$ cat src/rtl/comparator_pkg.sv
// Shared types and result encodings for the comparator family.
package comparator_pkg;

    typedef enum logic [1:0] {
        IDLE,
        SHIFT,
        DONE
    } cmp_state_t;

    // One-hot result word, ordered {gt, lt, eq}.
    localparam logic [2:0] CMP_GT = 3'b100;
    localparam logic [2:0] CMP_LT = 3'b010;
    localparam logic [2:0] CMP_EQ = 3'b001;

endpackage

$ cat src/rtl/comparator_bit_cell.sv
// One-bit magnitude cell: flags a differing bit and which side holds the one.
module comparator_bit_cell (
    input  logic a,
    input  logic b,
    output logic diff,
    output logic gt
);

    assign diff = a ^ b;
    assign gt   = a & ~b;

endmodule

$ cat src/rtl/serial_comparator.sv
// MSB-first bit-serial unsigned comparator with early exit on the first
// differing bit and valid/ready handshakes on both sides.
module serial_comparator
    import comparator_pkg::*;
#(
    parameter int N = 8
) (
    input  logic         clk,
    input  logic         rst,
    input  logic         in_valid,
    output logic         in_ready,
    input  logic [N-1:0] A,
    input  logic [N-1:0] B,
    output logic         out_valid,
    input  logic         out_ready,
    output logic         A_gt_B,
    output logic         A_lt_B,
    output logic         A_eq_B,
    output logic         busy
);

    localparam int CW = (N > 1) ? $clog2(N) : 1;

    cmp_state_t      state;
    logic [N-1:0]    sa;
    logic [N-1:0]    sb;
    logic [CW-1:0]   cnt;
    logic [2:0]      result;
    logic            msb_diff;
    logic            msb_gt;

    comparator_bit_cell u_msb_cell (
        .a    (sa[N-1]),
        .b    (sb[N-1]),
        .diff (msb_diff),
        .gt   (msb_gt)
    );

    // NOTE: sa, sb and cnt are deliberately left out of the reset branch; they
    // are always reloaded on accept, so only control state and flags need it.
    always_ff @(posedge clk) begin
        if (rst) begin
            state  <= IDLE;
            result <= '0;
        end else begin
            case (state)
                IDLE: begin
                    if (in_valid) begin
                        sa     <= A;
                        sb     <= B;
                        cnt    <= CW'(N - 1);
                        result <= '0;
                        state  <= SHIFT;
                    end
                end
                SHIFT: begin
                    if (msb_diff) begin
                        result <= msb_gt ? CMP_GT : CMP_LT;
                        state  <= DONE;
                    end else if (cnt == '0) begin
                        result <= CMP_EQ;
                        state  <= DONE;
                    end else begin
                        sa  <= sa << 1;
                        sb  <= sb << 1;
                        cnt <= cnt - CW'(1);
                    end
                end
                DONE: begin
                    if (out_ready) begin
                        state <= IDLE;
                    end
                end
                default: state <= IDLE;
            endcase
        end
    end

    // Handshake strobes come straight off the state register; in_ready is
    // additionally held low for as long as reset is asserted.
    assign in_ready  = (state == IDLE) && !rst;
    assign out_valid = (state == DONE);
    assign busy      = (state != IDLE);

    assign A_gt_B = result[2];
    assign A_lt_B = result[1];
    assign A_eq_B = result[0];

endmodule

$ cat config.mk
export PLATFORM = sky130hd
export DESIGN_NAME = serial_comparator
export DESIGN_NICKNAME = d
export VERILOG_FILES = /design/src/rtl/comparator_pkg.sv /design/src/rtl/comparator_bit_cell.sv /design/src/rtl/serial_comparator.sv
export SDC_FILE = /design/constraint.sdc
export NUM_CORES = 1
export LEC_CHECK = 0
export ABC_AREA = 1
export CORE_MARGIN = 5
export CORE_UTILIZATION = 43
export CTS_CLUSTER_SIZE = 10
export DETAILED_ROUTE_END_ITERATION = 10
export PLACE_DENSITY = 0.73
export SETUP_SLACK_MARGIN = 0.5
export SYNTH_ARGS = -nofsm -noshare
export SYNTH_HDL_FRONTEND = slang
export SYNTH_HIERARCHICAL = 1
export SYNTH_SLANG_ARGS = --single-unit
$ cat constraint.sdc
create_clock -name clk -period 2.1 [get_ports clk]
set_input_delay 0.63 -clock clk [delete_from_list [all_inputs] [get_ports clk]]
set_output_delay 0.63 -clock clk [all_outputs]
set_load 0.02 [all_outputs]
* Word level (Yosys, flattened, before mapping)
Cells that the tools add are included.
** Word-level totals
- Flip-flop bits (word level) :: 24
- Input bits :: 20
** Cells by class
- Equal/unequal tests :: 7
- $add $sub $neg :: 1
- Bitwise operators :: 4
- Mux-type cells :: 22
- Reductions and logical operators :: 9
** Operators by type and width (count)
- 8-bit 2-to-1 mux :: 6
- 8-bit case mux with 2 select lines :: 2
- 3-bit 2-to-1 mux :: 7
- 3-bit case mux with 2 select lines :: 2
- 2-bit 2-to-1 mux :: 4
- 2-bit inequality test (second input constant) :: 3
- 2-bit case mux with 3 select lines :: 1
- 3-bit AND reduction :: 2
- 5-bit AND reduction :: 1
- 2-bit nonzero test :: 2
- 3-bit logical NOT :: 1
- 3-bit inequality test (second input constant) :: 1
- 3-bit by 1-bit subtractor with 3-bit output (second input constant) :: 1
- 2-bit by 1-bit equality test with 1-bit output (second input constant) :: 1
- 2-bit equality test (second input constant) :: 1
- 2-bit logical NOT :: 1
- 2-bit by 1-bit inequality test with 1-bit output (second input constant) :: 1
- 1-bit inverter :: 2
- 1-bit AND :: 1
- 1-bit logical AND :: 1
- 1-bit logical NOT :: 1
- 1-bit bitwise XOR :: 1

* Longest topological paths before layout
- Depth in word-level cells :: 5
- Mapped depth :: 9
- Mapped depth without buffers :: 9

* Modules after synthesis
Netlist, hierarchy kept.
** By module, submodules not included
- serial_comparator :: instances 1, area an instance 1094.8 µm², cells an instance 121, sequential area each 670.6 µm²
- comparator_bit_cell :: instances 1, area an instance 20.0 µm², cells an instance 3, sequential area each 0.0 µm²

* Least setup slack after synthesis
Ideal clock, no wire load.
- Kind :: reg-to-reg
- From :: register sa[7]
- To :: register cnt[0] (enable)
- Setup slack :: -61 ps
- Stages on the path, launching flop included :: 8
- Required time :: 1705 ps
- Buffers on the path :: 0
- Setup time :: 395 ps
- Clock period less this slack :: 2161 ps
- Data arrival time :: 1767 ps
- Cells stage by stage :: edfxtp_1 > ha_1 > inv_1 > inv_1 > nand2_1 > nand2_1 > nand2_1 > nor2_1
** On the way
- Word-level cells in the longest chain between the ends :: 3
** Ends and longest elaborated chain
- from (decl) :: RTL line serial_comparator.sv:25 : logic [N-1:0] sa;
- from (signal assigned) :: RTL line serial_comparator.sv:64 : sa <= sa << 1;
- 1-bit bitwise XOR :: RTL line comparator_bit_cell.sv:9 : assign diff = a ^ b;
- net msb_diff :: RTL line serial_comparator.sv:29 : logic msb_diff;
- 2-bit inequality test (no line)
- 5-bit AND reduction (no line)
- to (signal assigned) :: RTL line serial_comparator.sv:51 : cnt <= CW'(N - 1);
- to (signal assigned) :: RTL line serial_comparator.sv:66 : cnt <= cnt - CW'(1);
- to (decl) :: RTL line serial_comparator.sv:27 : logic [CW-1:0] cnt;
The timed path passes the listed nets, and every way through them passes these cells.
A chain may end at the register's enable or synchronous reset.

* Worst setup path after layout
- From :: register state[1]
- To :: output in_ready
** On the way
- Word-level cells in the longest chain between the ends :: 2
** Ends and longest elaborated chain
- from (decl) :: RTL line serial_comparator.sv:24 : cmp_state_t state;
- from (signal assigned) :: RTL line serial_comparator.sv:43 : state <= IDLE;
- from (signal assigned) :: RTL line serial_comparator.sv:53 : state <= SHIFT;
- from (signal assigned) :: RTL line serial_comparator.sv:59 : state <= DONE;
- 2-bit logical NOT :: RTL line serial_comparator.sv:81 : assign in_ready = (state == IDLE) && !rst;
- 1-bit logical AND :: RTL line serial_comparator.sv:81
- to (decl) :: RTL line serial_comparator.sv:11 : output logic in_ready,
Every way passes these cells.

==> run summary <==
The vias after detailed routing came out at 920. The most common cell in the synthesized netlist is sky130_fd_sc_hd__nand2_1. For the worst setup path, the data required time is 1.47 ns.

Setup violations remaining at the end of the flow were counted as 0. The startpoint class of the critical path is a flop. Timing would allow up to 607 MHz. The number of buffers added by the clock tree synthesis step is 3.

Of all cell types, the one taking the most synthesized area is sky130_fd_sc_hd__edfxtp_1. For the pin with the worst max-slew slack, the measured transition is 0.506 ns. The count of input and output buffers is 25.

Detailed placement ended at an HPWL of 1.39 mm. The aggregate global-route resource usage is 13.2%. Clock tree synthesis selected as its root buffer the cell sky130_fd_sc_hd__clkbuf_4. The slowest cell on the critical path is sky130_fd_sc_hd__dfxtp_2.

0 antenna diodes ended up in the layout. During synthesis, Yosys emitted a total of 6 warnings. For this configuration, the core starts out at a cell density of 45.0%. The via count of the first global-routing pass came out at 819. The number of hold-slack violations in the final timing report is 0.

The layout has 215 filler cells. The largest driver fanout on the critical path is 3. The first-pass iteration count of the detailed router came out at 4. The critical path contains buffers and inverters numbering 2 combined.

The number of core rows is 18. The remaining design rule violation count is 0. The run finished with clean final reports.

Setup repair after global routing could not meet its margin everywhere. The number of antenna violations at the first check in global routing came out at 0. The first global-routing pass estimated 3.49 mm of wire. The number of top-level design ports came out at 26. Cells fill 67.0% of the core in the end.

The final layout contains routed wiring with a total length of 2.20 mm. Ranked by total cell area, the synthesized netlist is headed by sky130_fd_sc_hd__edfxtp_1 51%, sky130_fd_sc_hd__nand2_1 20%, sky130_fd_sc_hd__dfxtp_1 9.0%. The net count of the mapped netlist is 147. The maximum count of clock buffers along a single path is 2. By count the netlist is led by 59 x sky130_fd_sc_hd__nand2_1, 19 x sky130_fd_sc_hd__edfxtp_1, 15 x sky130_fd_sc_hd__inv_1.

The die is 60.9 microns tall. CTS built an H-tree with a depth of 1. The area share of the leading cell type in the synthesized netlist came out at 51.2%. The most used flip-flop cell after synthesis is sky130_fd_sc_hd__edfxtp_1.

The critical path is of the flop to output port type. The clock tree from TritonCTS is done. The number of slew-limit violations in the final report came to 0. The clock latency on the worst-skew pair is 0.31 ns.

Summing all placed instances gives a cell area of 0.00142 sq mm. After clock tree synthesis, the clock-pin slew on the worst setup and hold paths is 0.13 ns. In the final layout, the multi-input gates occupy 382 sq um. The register bit total from synthesis is 24. On the final layout, the worst clock skew is 0.00204 ns. The power density relative to cell area came out at 707 mW/mm^2. The post-detailed-route wirelength per cell is 10.9 microns. The finished layout cell area is 0.00166 sq mm. The die is 60.9 microns wide. The share of flip-flops with an asynchronous set or reset after synthesis came out at 0%. The area growth from synthesis to final layout came out at 48.8%. The worst IR drop on VDD is 0.471 mV. The number of synthesized flops with an enable pin came out at 19. The delay of the slowest cell on the worst path came out at 0.35 ns. The synthesized area per cell came out at 8.99 sq um. Walking the worst path, the cells encountered are inv_2, nand2_2, nor2_1, buf_4.

The die area came out at 0.00371 sq mm. The critical path data arrival time came out at 1.02 ns. The max-cap check violation count came out at 0. The number of distinct library cell variants in the gate-level netlist after synthesis came out at 17.

The ratio of routed vias to standard cells came out at 4.55. The worst max-slew margin expressed relative to the limit came out at 66.2%. The total of hold buffers inserted after clock tree synthesis came out at 0.

Synthesis produced a netlist whose cell count is 124. The part of the cycle the worst path needs came out at 78.5%. The area of all sequential standard cells is 673 sq um. After synthesis the cells add up to 0.00111 sq mm. Of the synthesized area, sequential elements account for 60.2%. The clock period could shrink to 1.65 ns. The net count reported at finish came out at 196. In this run the worst hold path is classified as flop to flop.

STA classifies the critical path endpoint as an output port. The placer's final routability congestion estimate is 0.816. On the critical path the largest part of the delay comes from flip-flops.

The maximum number of pins on one net before global-route repair came out at 18. The post-detailed-route count of antenna-violating nets is 0. The static power due to leakage is 0.000776 uW. The sum of overflow across all layers after global routing is 0.

Counting every sink on the clock net gives 24. After the first detailed-routing iteration, the DRC count stood at 42. The core area is 0.00248 sq mm. Of the cells placed in the final design, the portion with a size suffix greater than 1 is 27.3%.
-- registers in the layout (all words and copies together) (netlist names) --
signal  count
sa          8
sb          8
cnt         3
result      3
state       2
-- cells by family (layout without fill, tap and decap cells) --
group,count (synthesis),after routing,synth area share [%]
buffers and inverters,19,67,7.52
XOR/XNOR,1,1,0.786
AO/OA/AOI/OAI,4,4,2.02
adder cells (fa/ha/maj),3,3,3.37
flip-flops,24,24,60.2
AND/OR/NAND/NOR,73,73,26.1
-- worst register-to-register path: stages, from the launching register on --
cell	delay, ns
sky130_fd_sc_hd__edfxtp_1	0.40
sky130_fd_sc_hd__ha_1	0.30
sky130_fd_sc_hd__inv_2	0.04
sky130_fd_sc_hd__inv_2	0.05
sky130_fd_sc_hd__nand2_2	0.04
sky130_fd_sc_hd__nand2_2	0.07
sky130_fd_sc_hd__nand2_2	0.07
sky130_fd_sc_hd__nor2_4	0.13
sky130_fd_sc_hd__buf_6	0.14
sky130_fd_sc_hd__buf_16	0.11
-- power breakdown --
part	switching (uW)	total, uW	internal [uW]
clock	134	208	74.2
combinational	175	370	195
sequential	16.2	594	578
total	325	1170	847
-- path summary, 6_finish.rpt --
path / from / slack, ns / cells after the start / to
min reg2reg: result[1] / 0.50 / 2 / result[1]
max: state[1] / 0.45 / 4 / in_ready
min: result[1] / 0.50 / 2 / result[1]
max reg2reg: sa[7] / 0.47 / 9 / sa[5]
-- layout make-up --
class                      count  share of cell area, %
clock buffer                   4                   1.58
inverter                      16                   3.62
multi-input combinational     81                   23.0
sequential                    24                   40.6
tap                           30                   2.26
timing repair buffer          47                   29.0
-- layer usage --
layer / track usage, % / vias to the layer above / part of all wire [%]
met5: 0 / - / 0
met4: 8.36 / 0 / 2.2
met3: 3.40 / 6 / 5.8
met2: 21.1 / 25 / 48
met1: 15.7 / 409 / 43
li1: - / 480 / -
-- cells in the final DEF (no fill, tap or decap), types with 2 or more instances in the layout --
cell / count
sky130_fd_sc_hd__buf_12: 2
sky130_fd_sc_hd__dfxtp_2: 2
sky130_fd_sc_hd__buf_16: 2
sky130_fd_sc_hd__dfxtp_1: 3
sky130_fd_sc_hd__buf_4: 17
sky130_fd_sc_hd__inv_1: 12
sky130_fd_sc_hd__nor2_1: 7
sky130_fd_sc_hd__edfxtp_1: 19
sky130_fd_sc_hd__a21oi_1: 3
sky130_fd_sc_hd__nand3_1: 2
sky130_fd_sc_hd__nand2_1: 55
sky130_fd_sc_hd__inv_2: 4
sky130_fd_sc_hd__buf_2: 3
sky130_fd_sc_hd__clkdlybuf4s50_1: 17
sky130_fd_sc_hd__nor2_4: 2
sky130_fd_sc_hd__nand2_2: 4
sky130_fd_sc_hd__buf_6: 2
sky130_fd_sc_hd__ha_1: 3
sky130_fd_sc_hd__clkbuf_4: 3
-- stage by stage --
stage                     hold slack [ns]  setup TNS [ns]  worst slack (ns)  std cells  power (uW)
final                               0.502               0             0.452        202        1170
after CTS                           0.518               0             0.446        196        1150
after global routing                0.555               0             0.388        202        1250
after floorplan                     0.487               0             0.468        124         766
after detailed placement            0.485          -0.285            -0.285        179         870
after global placement              0.465          -0.282            -0.282        179         861
-- what timing repair did --
item                       4_1_cts  5_1_grt
pin swaps                        1        4
resized for setup               36        5
setup endpoints to repair       25       24
cloned                           2        1
buffers inserted                11        5
Power figures use the tool's default switching activity.
